$ cat config.mk
export PLATFORM = sky130hd
export DESIGN_NAME = usb_phy_io
export DESIGN_NICKNAME = d
export VERILOG_FILES = /design/src/rtl/usb_phy_io.sv
export SDC_FILE = /design/constraint.sdc
export NUM_CORES = 1
export LEC_CHECK = 0
export CAP_MARGIN = 20
export CORE_AREA = 4 4 67 69
export DETAILED_ROUTE_END_ITERATION = 12
export DIE_AREA = 0 0 71 73
export PLACE_DENSITY = 0.8
export SLEW_MARGIN = 0
export SYNTH_ARGS = -nofsm -noshare
export SYNTH_HDL_FRONTEND = slang
export SYNTH_SLANG_ARGS = --single-unit
$ cat constraint.sdc
create_clock -name clk_48mhz -period 7.36 [get_ports clk_48mhz]
set_clock_uncertainty 0.2 [all_clocks]
set_input_delay 1.472 -clock clk_48mhz [delete_from_list [all_inputs] [get_ports clk_48mhz]]
set_output_delay 1.472 -clock clk_48mhz [all_outputs]
set_load 0.1 [all_outputs]
$ cat src/rtl/usb_phy_io.sv
// Pad-side USB front end: registered TX drive, RX synchroniser with turnaround masking,
// glitch-filtered line-state decoder, bus-reset detector and soft-detach pull-up control.
module usb_phy_io #(
    parameter int SYNC_STAGES   = 2,
    parameter int FILTER_LEN    = 3,
    parameter int TURNAROUND    = 2,
    parameter int DETACH_CYCLES = 480000,
    parameter int RESET_CYCLES  = 120,
    parameter int CNT_W         = 20
) (
    input  logic       clk_48mhz,
    input  logic       reset_n,
    input  logic       usb_p_tx,
    input  logic       usb_n_tx,
    input  logic       usb_tx_en,
    output logic       usb_p_rx,
    output logic       usb_n_rx,
    output logic       pad_p_o,
    output logic       pad_n_o,
    output logic       pad_oe,
    input  logic       pad_p_i,
    input  logic       pad_n_i,
    output logic       pullup_en,
    input  logic       detach_req,
    output logic       attached,
    output logic [1:0] line_state,
    output logic       usb_reset_det
);

    localparam int HW = $clog2(TURNAROUND + 2);
    localparam int FW = $clog2(FILTER_LEN + 2);
    localparam int RW = $clog2(RESET_CYCLES + 2);

    localparam logic [CNT_W-1:0] DETACH_LOAD = CNT_W'(DETACH_CYCLES);
    localparam logic [HW-1:0]    TA_LOAD     = HW'(TURNAROUND);
    localparam logic [FW-1:0]    FILT_MAX    = FW'(FILTER_LEN);
    localparam logic [RW-1:0]    SE0_MAX     = RW'(RESET_CYCLES);

    localparam logic [1:0] LS_SE0 = 2'b00;
    localparam logic [1:0] LS_J   = 2'b01;

    typedef enum logic {
        ST_DETACH   = 1'b0,
        ST_ATTACHED = 1'b1
    } state_t;

    state_t           state_q, state_d;
    logic [CNT_W-1:0] det_cnt_q, det_cnt_d;

    logic                   pad_oe_d;
    logic [SYNC_STAGES-1:0] sync_p_q, sync_n_q;
    logic                   sync_p, sync_n;
    logic [HW-1:0]          ta_q, ta_d;
    logic                   rx_block;
    logic [1:0]             raw_state, prev_raw_q;
    logic [FW-1:0]          stab_q, stab_d;
    logic [RW-1:0]          se0_cnt_q;

    // ---------------- detach FSM ----------------
    always_ff @(posedge clk_48mhz or negedge reset_n) begin
        if (!reset_n) begin
            state_q   <= ST_DETACH;
            det_cnt_q <= DETACH_LOAD;
        end else begin
            // NOTE: sequential state uses non-blocking assignments so every flop samples pre-edge values.
            state_q   <= state_d;
            det_cnt_q <= det_cnt_d;
        end
    end

    always_comb begin
        // NOTE: defaults first so every path assigns state_d/det_cnt_d and no latch is inferred.
        state_d   = state_q;
        det_cnt_d = det_cnt_q;
        case (state_q)
            ST_DETACH: begin
                // A request landing on the terminal count still restarts the hold.
                if (detach_req)
                    det_cnt_d = DETACH_LOAD;
                else if (det_cnt_q == '0)
                    state_d = ST_ATTACHED;
                else
                    det_cnt_d = det_cnt_q - CNT_W'(1);
            end
            ST_ATTACHED: begin
                if (detach_req) begin
                    state_d   = ST_DETACH;
                    det_cnt_d = DETACH_LOAD;
                end
            end
            default: begin
                state_d   = ST_DETACH;
                det_cnt_d = DETACH_LOAD;
            end
        endcase
    end

    assign pullup_en = (state_q == ST_ATTACHED);
    assign attached  = (state_q == ST_ATTACHED);

    // ---------------- TX path ----------------
    // Gate on the next state so a detach request drops the drive in the same edge the FSM leaves.
    assign pad_oe_d = usb_tx_en && (state_d == ST_ATTACHED);

    always_ff @(posedge clk_48mhz or negedge reset_n) begin
        if (!reset_n) begin
            pad_oe  <= 1'b0;
            pad_p_o <= 1'b1;
            pad_n_o <= 1'b0;
        end else begin
            pad_oe  <= pad_oe_d;
            pad_p_o <= usb_p_tx;
            pad_n_o <= usb_n_tx;
        end
    end

    // ---------------- RX synchroniser ----------------
    always_ff @(posedge clk_48mhz or negedge reset_n) begin
        if (!reset_n) begin
            // NOTE: synchroniser flops reset to idle J so the filter sees a stable line out of reset.
            sync_p_q <= '1;
            sync_n_q <= '0;
        end else begin
            sync_p_q <= {sync_p_q[SYNC_STAGES-2:0], pad_p_i};
            sync_n_q <= {sync_n_q[SYNC_STAGES-2:0], pad_n_i};
        end
    end

    assign sync_p = sync_p_q[SYNC_STAGES-1];
    assign sync_n = sync_n_q[SYNC_STAGES-1];

    // ---------------- turnaround holdoff ----------------
    always_comb begin
        ta_d = ta_q;
        if (pad_oe && !pad_oe_d)
            ta_d = TA_LOAD;
        else if (pad_oe_d)
            ta_d = '0;
        else if (ta_q != '0)
            ta_d = ta_q - HW'(1);
    end

    always_ff @(posedge clk_48mhz or negedge reset_n) begin
        if (!reset_n)
            ta_q <= '0;
        else
            ta_q <= ta_d;
    end

    // Our own transmission echoes on the pads; hide it and the line settling afterwards.
    assign rx_block = pad_oe || (ta_q != '0);

    always_ff @(posedge clk_48mhz or negedge reset_n) begin
        if (!reset_n) begin
            usb_p_rx <= 1'b1;
            usb_n_rx <= 1'b0;
        end else if (rx_block) begin
            usb_p_rx <= 1'b1;
            usb_n_rx <= 1'b0;
        end else begin
            usb_p_rx <= sync_p;
            usb_n_rx <= sync_n;
        end
    end

    // ---------------- line-state filter ----------------
    assign raw_state = {sync_n, sync_p};

    always_comb begin
        if (raw_state != prev_raw_q)
            stab_d = FW'(1);
        else if (stab_q == FILT_MAX)
            stab_d = stab_q;
        else
            stab_d = stab_q + FW'(1);
    end

    always_ff @(posedge clk_48mhz or negedge reset_n) begin
        if (!reset_n) begin
            prev_raw_q <= LS_J;
            stab_q     <= FILT_MAX;
            line_state <= LS_J;
        end else if (!rx_block) begin
            // History is frozen with the counter so a blocked window cannot count as stable time.
            prev_raw_q <= raw_state;
            stab_q     <= stab_d;
            if (stab_d == FILT_MAX)
                line_state <= raw_state;
        end
    end

    // ---------------- bus reset detection ----------------
    always_ff @(posedge clk_48mhz or negedge reset_n) begin
        if (!reset_n)
            se0_cnt_q <= '0;
        else if ((line_state == LS_SE0) && (state_q == ST_ATTACHED)) begin
            if (se0_cnt_q != SE0_MAX)
                se0_cnt_q <= se0_cnt_q + RW'(1);
        end else
            se0_cnt_q <= '0;
    end

    assign usb_reset_det = (se0_cnt_q >= SE0_MAX);

endmodule
Yosys cells after proc, flatten, opt, wreduce, memory -nomap -nowiden
Index checks and enable logic that the tools add are counted.

Add/sub/neg operators: 4. Magnitude comparators: 1. Eq/ne operators: 7. Multiplexer cells: 17. Bitwise logic cells: 2. Reductions and logical operators: 11.

Operators with widths (count): 20-bit two-way mux (3); 20-bit case mux with 2 select lines (1); 20-bit zero test (1); 20-bit by 1-bit subtractor with 20-bit output, second input constant (1); 7-bit two-way mux (2); 7-bit by 1-bit adder with 7-bit output, second input constant (1); 7-bit greater-or-equal comparator, second input constant (1); 7-bit != test, second input constant (1); 3-bit by 2-bit equality test with 1-bit output, second input constant (2); 2-bit two-way mux (3); 3-bit two-way mux (2); 1-bit two-way mux (5); 2-bit AND reduction (2); 3-bit by 1-bit adder with 3-bit output, second input constant (1); 1-bit logical AND (3); 3-bit != test, second input constant (1); 3-bit nonzero test (1); 2-bit zero test (1); 2-bit by 1-bit != test with 1-bit output, second input constant (1); 2-bit != test (1); 2-bit != test, second input constant (1); 1-bit inverter (2); 1-bit case mux with 2 select lines (1); 2-bit nonzero test (1); 3 further kinds (3).

Register bits after elaboration: 46. Word-level logic and storage cells: 56.

Depth between registers and ports, before layout
Gate-level depths: netlist (run 1).

Depth after elaboration: 8. Depth in mapped cells: 7. Mapped depth without buffers: 6.

Least setup slack after synthesis (run 1)
OpenSTA, ideal clock, no wires.

Path type: register to output. Start point: reg state_q (netlist: attached). End point: out pullup_en. Arrival: 1.420 ns. Required time: 5.688 ns. Setup slack: 4.268 ns. Cell stages (with the launch flop): 2. Path buffers: 1. Path through: dfrtp_1 > buf_4.

RTL lines: from (decl) (RTL line 47) `state_t state_q, state_d;`; from (signal assigned) (RTL line 66) `state_q <= state_d;`; to (decl) (RTL line 23) `output logic pullup_en,`.

No word-level cell between the ends.

Final worst setup path (run 1)
Start point: reg se0_cnt_q[4]. End point: out usb_reset_det.

Word-level cells in the longest chain between the ends: 1.

Ends and longest elaborated chain: from (decl) (RTL line 57) `logic [RW-1:0] se0_cnt_q;`; from (signal assigned) (RTL line 198) `se0_cnt_q <= se0_cnt_q + RW'(1);`; 7-bit greater-or-equal comparator (RTL line 203) `assign usb_reset_det = (se0_cnt_q >= SE0_MAX);`; to (decl) (RTL line 27) `output logic usb_reset_det`.

Every way passes these cells.

==> impl_results.md, run 1 <==
- Synth top area share: about a third
- WP data required: about 5.7 ns
- Total die area: between 0.005 and 0.006 mm²
- Area contributors post-synth: dfrtp_1, dfstp_2, mux2i_1
- Die width: roughly 71 µm
- Mux cell area share after synthesis: 6.913%
- Gr usage total: about 17%
- Async set or reset register ratio after synthesis: between 90% and 100%
- Setup violators final: 0
- Sequential Area: about 0.0012 mm²
- Vias in the first global route: 1587
- Clock share of power: roughly a quarter
- Root buffer cell: clkbuf_8
- Flip-flop and latch count after synthesis: 46
- Synth Area in Compound Gates: between 10 and 15%
- Global route overflow: 0
- Net Count, Synth: 233
- DR vias/cell: 5.853
- RR Endpoint: det_cnt_q[19]$_DFFE_PN0P_
- Final Hold Fails: 0
- NetSw: about 260 µW
- Vias: between 1500 and 2000
- Nets@finish: 249
- Slew HR: approximately a third
- Post-place setup slack: a little under 4 ns
- Static Leak: 0.001049 µW
- Yosys Warn Count: 0
- Sw Share: a little over a third
- Crit. End Element: output port
- Status: completed
- Hold Crit Class: register to register
- Maximum vdd ir drop: between 0.15 and 0.2 mV
- Filler cells: around 310
- Primary FF master, synth: dfrtp_1
- CP arrival: roughly 2.1 ns
- Main combinational cell family by area after synthesis: simple AND/OR/NAND/NOR gates
- Synth Area in XOR/XNOR: 2.667%
- Max clock buf depth: 2
- Final instance area: ~0.0026 mm²
- Ant diodes: 0
- CTS buffer count: 5
- Residual DRC: 0
- Mean post-synth cell area: about 10 µm²
- Routing usage on met3: under 10%
- Final min period: 3.747 ns
- CP Class: register to output port
- Fmax: approximately 270 MHz
- Post_cts resized: 0
- Logic pwr share: between 30% and 40%
- Clk_lat worst skew: 0.30 ns
- Worst hold margin: 0.1555 ns
- Port Buffers: 17
- Rows: 23
- First-pass GRT wire length: just over 7 mm
- Crit. Startpoint: se0_cnt_q[4]$_DFFE_PN0P_
- Number of flops mapped to enable cells by yosys: 0
- H-tree level count: 2
- GRT Max-Usage Layer: met2
- Post-Synthesis Cells: 219
- Starting Density: about three fifths
- Hold Path Depth: 0
- Hold path start: sync_p_q[0]$_DFF_PN1_
- Leading area contributor after synthesis: dfrtp_1
- Die Ht: between 70 and 80 µm
- Synth-to-Final Area Change: 12.85%
- Final period utilization: 50.90%
- Crit path launch type: register
- Max-cap viol count: 0
- Sequential area share after synthesis: approximately half
- Count leader, synth: dfrtp_1
- Hold_buf cts: 0
- CTS tree: done
- Number of cells on the worst reg-to-reg path: 4
- Initial antenna violation count: 0
- First-iteration detailed-routing DRC count: 125
- Routed wire length per instance: roughly 14 µm
- Routed Antenna Nets: 0
- RSZ-0062 raised after global routing: false
- Internal power: between 400 and 500 µW
- Layout cell share with drive strength beyond 1: 14.83%
- Hold Path End: sync_p_q[1]$_DFF_PN1_
- Total core area: ~0.004 mm²
- Placer congestion estimate: just over 0.8
- Sequential share of power: 43.5%
- Largest net degree at the start of global routing: 47
- Start of the worst register-to-register path: det_cnt_q[2]$_DFFE_PN0P_
- DP Area: 0.002484 mm²
- WL final: just under 4 mm
- Setup ws final: roughly 3.6 ns
- Multi-input gate area: around 0.0010 mm²
- Synth Cell Area: roughly 0.0023 mm²
- Post-route setup TNS: 0 ns
- Post-Synth Adder-Cell Area: about 3.3%
- Post-CTS setup buffer count: 0
- Post-synth top cells: dfrtp_1, nor2_1, dfstp_2, a21oi_1, nand2_1
- Met1 usage: between 20 and 25%
- Simple-Gate Fraction of Synth Area: 21.34%
- Met2 usage: 28.01%
- Drt pass-1 iters: 5
- Worst Max-Slew Pin Slew: between 1 and 1.5 ns
- Synth unique cells: 40
- CTS Sinks: 46
- Slew Viols, Final: 0
- PwrDens: 288.2 mW/mm²
- I/O pin cnt: 18
- Worst Path Max Fanout: 4
- Detail Placement HPWL: between 2 and 3 mm
- CTS clk-pin slew, worst paths: about 0.09 ns
- R2R Setup Slk: 4.73 ns
layer usage:
metal | vias up | wire (µm)
met5 | - | 0
met4 | 0 | 75
met3 | 7 | 130
met2 | 29 | 1863
met1 | 816 | 1857
li1 | 822 | -
worst max-delay path by stage:
stage / end / slack, ns / cells past startpoint
finish: usb_reset_det / 3.61 / 2
global route: usb_reset_det / 3.54 / 2
CTS: usb_reset_det / 3.60 / 2
detailed placement: usb_reset_det / 3.93 / 2
global placement: usb_reset_det / 3.95 / 2
floorplan: pullup_en / 4.27 / 1
layout by cell type (no fill, tap or decap), types with 9 or more instances in the layout:
master,n
nor4_1,10
or3_1,9
nor2b_1,10
inv_1,10
nand2_1,11
dfstp_2,15
clkdlybuf4s50_1,16
dfrtp_1,31
nor2_1,20
a21oi_1,11
logic make-up after synthesis:
kind of cell    count (synthesis)
simple gates                   88
flops                          46
compound gates                 39
buf+inv                        18
mux                            15
xor+xnor                        7
fa+ha+maj                       6
stage by stage:
stage / total power [µW] / utilization, % / instances
floorplan: 516.5 / - / 219
finish: 747.4 / 66.27 / 286
detailed placement: 568.2 / 63.46 / 278
global route: 798.3 / 66.27 / 286
CTS: 757.6 / 66.27 / 286
global placement: 557.9 / 63.46 / 278
sequential cells by signal (all words and copies together), names as in the netlist, 2 cells and up:
signal,flops
ta_q,2
det_cnt_q,20
line_state,2
prev_raw_q,2
sync_n_q,2
stab_q,3
sync_p_q,2
se0_cnt_q,7
final cells by class:
class                           count  share of cell area, %
Clock buffer                        6                  2.798
Clock inverter                      2                  1.447
Inverter                           10                  1.447
Multi-Input combinational cell    155                  40.42
Sequential cell                    46                  45.10
Tap cell                           50                  2.412
Timing Repair Buffer               17                  6.368
power groups by stage:
stage	logic (µW)	clock network, µW	registers, µW
finish	237	185	325
global route	265	202	331
CTS	240	192	325
detailed placement	239	0	330
global placement	230	0	328
floorplan	136	0	380
critical path, cell delays in order (launching register included):
cell and delay [ns]:
dfrtp_1 0.39, and4_1 0.24, clkdlybuf4s50_1 1.14
Power figures use the tool's default switching activity.
==> run 2: changes to the inputs <==
--- a/config.mk
+++ b/config.mk
@@ -6,10 +6,10 @@
 export NUM_CORES = 1
 export LEC_CHECK = 0
 export CAP_MARGIN = 20
-export CORE_AREA = 4 4 67 69
+export CORE_AREA = 4 4 69 71
 export DETAILED_ROUTE_END_ITERATION = 12
-export DIE_AREA = 0 0 71 73
-export PLACE_DENSITY = 0.8
+export DIE_AREA = 0 0 73 75
+export PLACE_DENSITY = 0.76
 export SLEW_MARGIN = 0
 export SYNTH_ARGS = -nofsm -noshare
 export SYNTH_HDL_FRONTEND = slang
==> constraint.sdc (replaced) <==
create_clock -name clk_48mhz -period 3.55 [get_ports clk_48mhz]
set_clock_uncertainty 0.2 [all_clocks]
set_input_delay 0.71 -clock clk_48mhz [delete_from_list [all_inputs] [get_ports clk_48mhz]]
set_output_delay 0.71 -clock clk_48mhz [all_outputs]
set_load 0.1 [all_outputs]
==> run 2 against run 1 <==
Net effect: via count decreased by 2.7%; power rose by 96%; sequential power grew 110%; global-route usage down 2.1 points; sequential cell count stayed put.
==> impl_results.md, run 2 (synthesis gave the netlist of run 1 again) <==
- Total die area: ~0.0055 mm²
- Max-cap viol count: 0
- Clk_lat worst skew: 0.29 ns
- Worst Max-Slew Pin Slew: a little under 1 ns
- Gr usage total: between 10% and 20%
- Hold_buf cts: 0
- Largest net degree at the start of global routing: 47
- First-iteration detailed-routing DRC count: 87
- Fmax: slightly below 400 MHz
- Routing usage on met3: ~2.9%
- Commonest non-fill, non-tap cell in the layout: dfrtp_1
- WL final: between 3 and 4 mm
- CTS Sinks: 46
- CP arrival: around 2.6 ns
- CTS tree: done
- Drt pass-1 iters: 4
- Maximum vdd ir drop: 0.3354 mV
- Top flop regs: det_cnt_q: 20 flops, se0_cnt_q: 7 flops, stab_q: 3 flops
- Starting Density: around 54%
- Vias: between 1500 and 2000
- Total core area: between 0.004 and 0.005 mm²
- Status: completed
- Internal power: between 900 and 1000 µW
- Placer congestion estimate: 0.7773
- Crit. End Element: register
- Layout cell share with drive strength beyond 1: approximately 20%
- Sequential share of power: 45.9%
- Final Hold Fails: 0
- Initial antenna violation count: 0
- I/O pin cnt: 18
- Final min period: approximately 2.6 ns
- Critical path's slowest cell: or4_4
- Largest register by flop count: det_cnt_q
- Final period utilization: approximately 73%
- DR vias/cell: 5.637
- RSZ-0062 raised after global routing: false
- Slew Viols, Final: 0
- Die width: around 73 µm
- Most frequent cells in the layout: dfrtp_1, nor2_1, dfstp_2
- GRT Max-Usage Layer: met2
- Setup violators final: 0
- Met2 usage: between 20% and 30%
- Sequential Area: around 0.0012 mm²
- First-pass GRT wire length: approximately 6.6 mm
- Hold Crit Class: input pin to async pin
- Port Buffers: 17
- Routed Antenna Nets: 0
- Root buffer cell: clkbuf_8
- Critical Path Most Common Cell: or4_4
- Crit path launch type: register
- Ant diodes: 0
- Rows: 24
- Clock share of power: 21.4%
- WP data required: 3.53 ns
- Multi-input gate area: around 0.0010 mm²
- Nets@finish: 250
- CTS buffer count: 5
- Vias in the first global route: around 1500
- Slew HR: roughly a third
- Post-layout power: approximately 1500 µW
- Detail Placement HPWL: 2.552 mm
- Largest register FFs: 20
- Worst Path Max Fanout: 12
- Synth-to-Final Area Change: 11.87%
- Sw Share: a little over a third
- Post-route setup TNS: 0 ns
- Worst path cell trace: or4_4, or4_4, nor4_1, mux2_2
- CP Class: register to register
- Routed wire length per instance: ~13 µm
- Worst hold margin: between 0.07 and 0.08 ns
- Static Leak: about 0.0011 µW
- CTS clk-pin slew, worst paths: 0.09 ns
- CP peak stage delay: 0.59 ns
- Residual DRC: 0
- Number of cells in the finished layout apart from fillers: between 200 and 300
- Die Ht: roughly 75 µm
- Global route overflow: 0
- PwrDens: 569.5 mW/mm²
- Post_cts resized: 0
- Logic pwr share: around a third
- Post-Place Cells: 280
- Met1 usage: roughly a fifth
- Filler cells: approximately 350
- Post-CTS setup buffer count: 0
- Max clock buf depth: 2
- NetSw: approximately 530 µW
- H-tree level count: 2
==> run 2: final timing paths <==
| check | from | to | slack (ns) | cells past startpoint |
|---|---|---|---|---|
| worst max-delay path | det_cnt_q[2]$_DFFE_PN0P_ | det_cnt_q[19]$_DFFE_PN0P_ | 0.96 | 4 |
| worst min-delay path | reset_n | stab_q[2]$_DFFE_PN0N_ | 0.07 | 1 |
| worst max register to register | det_cnt_q[2]$_DFFE_PN0P_ | det_cnt_q[19]$_DFFE_PN0P_ | 0.96 | 4 |
| worst min register to register | sync_n_q[0]$_DFF_PN0_ | sync_n_q[1]$_DFF_PN0_ | 0.15 | 0 |
| min in group clk_48mhz | sync_n_q[0]$_DFF_PN0_ | sync_n_q[1]$_DFF_PN0_ | 0.15 | 0 |
| max in group asynchronous | reset_n | det_cnt_q[8]$_DFFE_PN1P_ | 2.55 | 2 |
==> run 2: critical path, delay by kind of cell, from the launching register on <==
kind | cells | cell delay [ns]
muxes | 1 | 0.37
and+or+nand+nor | 3 | 1.49
DFF | 1 | 0.43
==> run 2: area by class of cell <==
| class | count | share of cell area (%) |
|---|---|---|
| flip-flops and latches | 46 | 45.50 |
| multi-input cells | 155 | 40.78 |
| repair buffers | 18 | 6.229 |
| clock buffers | 5 | 2.676 |
| well taps | 52 | 2.530 |
| inverters | 10 | 1.460 |
| clock inverters | 3 | 0.8272 |
==> run 2: stage by stage <==
stage	setup WS (ns)	cell area (µm²)	util, %
after floorplan	0.7059	2298	-
after global placement	0.9761	2461	58.13
after detailed placement	0.9585	2461	58.13
after CTS	0.9729	2551	60.25
after global routing	0.8415	2571	60.73
final	0.9640	2571	60.73
==> run 2: per-layer routing <==
layer	up-vias	wire length, µm
met5	-	0
met4	0	36
met3	4	131
met2	33	1773
met1	773	1795
li1	819	-
==> run 2: power by group through the flow <==
| stage | clock network (µW) | registers, µW | logic (µW) |
|---|---|---|---|
| 2_1_floorplan | 0 | 789 | 282 |
| 4_1_cts | 326 | 672 | 482 |
| 3_3_place_gp | 0 | 680 | 473 |
| 5_1_grt | 342 | 686 | 540 |
| 3_5_place_dp | 0 | 682 | 481 |
| 6_report | 313 | 672 | 480 |
==> run 3: changes to the inputs <==
--- a/config.mk
+++ b/config.mk
@@ -6,10 +6,10 @@
 export NUM_CORES = 1
 export LEC_CHECK = 0
 export CAP_MARGIN = 20
-export CORE_AREA = 4 4 69 71
+export CORE_AREA = 4 4 72 74
 export DETAILED_ROUTE_END_ITERATION = 12
-export DIE_AREA = 0 0 73 75
-export PLACE_DENSITY = 0.76
+export DIE_AREA = 0 0 76 78
+export PLACE_DENSITY = 0.73
 export SLEW_MARGIN = 0
 export SYNTH_ARGS = -nofsm -noshare
 export SYNTH_HDL_FRONTEND = slang
==> constraint.sdc (replaced) <==
create_clock -name clk_48mhz -period 2.24 [get_ports clk_48mhz]
set_clock_uncertainty 0.2 [all_clocks]
set_input_delay 0.448 -clock clk_48mhz [delete_from_list [all_inputs] [get_ports clk_48mhz]]
set_output_delay 0.448 -clock clk_48mhz [all_outputs]
set_load 0.1 [all_outputs]
==> run 3 against run 2 <==
Net effect: the run now ends with setup timing left; register-to-register slack worse by 1.0 ns; final cell count grew 10%; sequential power up 61%; wire length grew 30%; count of clock-buffer cells in the layout up 1; clock power is 62% higher; via count up 9.8%; die area increased by 8.3%; global-route usage up 1.7 points; combinational power rose by 100%; core utilization up 3.3 points.
==> impl_results.md, run 3 (synthesis gave the netlist of run 1 again) <==
- Final min period: between 2 and 2.5 ns
- RSZ-0062 raised after global routing: true
- DR vias/cell: roughly 5.6
- Die width: between 70 and 80 µm
- Setup violators final: 9
- Initial antenna violation count: 0
- CTS Sinks: 46
- Fmax: ~430 MHz
- Total core area: around 0.0046 mm²
- Largest register by flop count: det_cnt_q
- Placer congestion estimate: ~0.81
- Ant diodes: 0
- Top flop regs: det_cnt_q: 20 flops, se0_cnt_q: 7 flops, stab_q: 3 flops
- Setup ws final: -0.07103 ns
- Vias: between 1500 and 2000
- Post-place setup slack: -0.1895 ns
- Post-layout power: about 2500 µW
- Failing checks: setup timing
- WL final: 4.852 mm
- Post-Place Cells: 305
- Clk_lat worst skew: 0.31 ns
- Filler cells: 364
- Drt pass-1 iters: 4
- Port Buffers: 17
- Commonest non-fill, non-tap cell in the layout: dfrtp_1
- Worst path cell trace: or4_4, or4_4, or4_1, a21oi_1
- Layout cell share with drive strength beyond 1: 32.20%
- Number of cells on the worst reg-to-reg path: 4
- CTS buffer count: 5
- Static Leak: between 0.001 and 0.0015 µW
- Gr usage total: 16.81%
- Multi-input gate area: between 0.001 and 0.0015 mm²
- First-iteration detailed-routing DRC count: 87
- H-tree level count: 2
- CP arrival: around 2.4 ns
- Routed Antenna Nets: 0
- Largest register FFs: 20
- Max clock buf depth: 2
- Hold Crit Class: register to register
- CP Class: register to register
- Synth-to-Final Area Change: 28.14%
- PwrDens: slightly below 900 mW/mm²
- Slew Viols, Final: 0
- Final period utilization: 103.2%
- Slew HR: around 75%
- Vias in the first global route: roughly 1800
- Crit. End Element: register
- Maximum vdd ir drop: 0.4675 mV
- Total die area: a little under 0.006 mm²
- Largest net degree at the start of global routing: 32
- CTS tree: done
- Die Ht: between 70 and 80 µm
- Starting Density: 49.99%
- Root buffer cell: clkbuf_8
- Global route overflow: 0
- Rows: 25
- Critical path's slowest cell: or4_4
- CP peak stage delay: approximately 0.57 ns
- Routed wire length per instance: around 15 µm
- First-pass GRT wire length: around 8 mm
- Nets@finish: between 200 and 300
- CTS clk-pin slew, worst paths: about 0.090 ns
- Worst Max-Slew Pin Slew: around 0.36 ns
- WP data required: approximately 2.3 ns
- Residual DRC: 0
- Number of cells in the finished layout apart from fillers: between 300 and 400
- Detail Placement HPWL: 3.156 mm
- Critical Path Most Common Cell: or4_4
- Max-cap viol count: 0
- Hold Path Depth: 0
- Status: finished, violations left
- Worst Path Max Fanout: 5
- Crit path launch type: register
- Sequential Area: about 0.0012 mm²
- Final Hold Fails: 0
- I/O pin cnt: 18
- Most frequent cells in the layout: dfrtp_1, buf_4, nor2_1
==> run 3: changes by cell type in the layout (fill, tap and decap cells not counted), sizes merged <==
cell | previous run | this run
or4 | 8 | 9
clkbuf | 5 | 6
buf | 12 | 37
clkinvlp | 1 | 0
dlygate4sd3 | 0 | 1
==> run 3: final cells by class <==
type                    count  area share, %
clock buffers               6          2.464
clock inverters             2         0.4673
inverters                  10          1.274
multi-input cells         156          38.70
flip-flops and latches     46          39.85
well taps                  54          2.294
repair buffers             44          14.95
==> run 3: routing by layer <==
layer	share of wire, %	vias to the layer above	track usage [%]
met2	48	32	28.34
met4	1.5	0	5.872
li1	-	874	-
met5	0	-	0
met1	46	874	21.07
met3	3.6	8	3.828
==> run 3: final timing paths <==
path / start / to / slack (ns)
setup / recovery: det_cnt_q[2]$_DFFE_PN0P_ / det_cnt_q[13]$_DFFE_PN0P_ / -0.07
hold / removal: sync_p_q[0]$_DFF_PN1_ / sync_p_q[1]$_DFF_PN1_ / 0.16
setup reg to reg: det_cnt_q[2]$_DFFE_PN0P_ / det_cnt_q[13]$_DFFE_PN0P_ / -0.07
hold reg to reg: sync_p_q[0]$_DFF_PN1_ / sync_p_q[1]$_DFF_PN1_ / 0.16
max in group asynchronous: reset_n / det_cnt_q[12]$_DFFE_PN1P_ / 0.89
min in group asynchronous: reset_n / pad_n_o$_DFF_PN0_ / 0.35
==> run 3: where the power goes <==
part           switching [µW]  internal (µW)  leakage [µW]
Combinational             552            414      0.000619
Sequential               95.9            980      0.000567
Clock                     287            220     0.0000452
==> run 3: what timing repair did <==
item	CTS	global route
setup endpoints to repair	12	14
pin swaps	4	2
gates cloned	1	0
gates resized for setup	12	4
hold endpoints to repair	10	0
buffers inserted	3	0
hold buffers	1	0
==> run 3: per-stage QoR <==
step / utilization (%) / hold slack, ns / TNS (ns) / instance area, µm²
6_report: 64.05 / 0.1554 / -0.3229 / 2945
5_1_grt: 64.05 / 0.1639 / -0.9252 / 2945
4_1_cts: 63.78 / 0.1604 / -0.3076 / 2933
3_5_place_dp: 59.84 / 0.1448 / -1.550 / 2751
3_3_place_gp: 59.84 / 0.1403 / -1.204 / 2751
2_1_floorplan: - / -0.04759 / -0.9618 / 2327
==> run 3: critical path: cells and delay by family (launching register included) <==
family           cells  cell delay [ns]
AND/OR/NAND/NOR      3             1.54
AO/OA/AOI/OAI        1             0.13
flip-flops           1             0.39
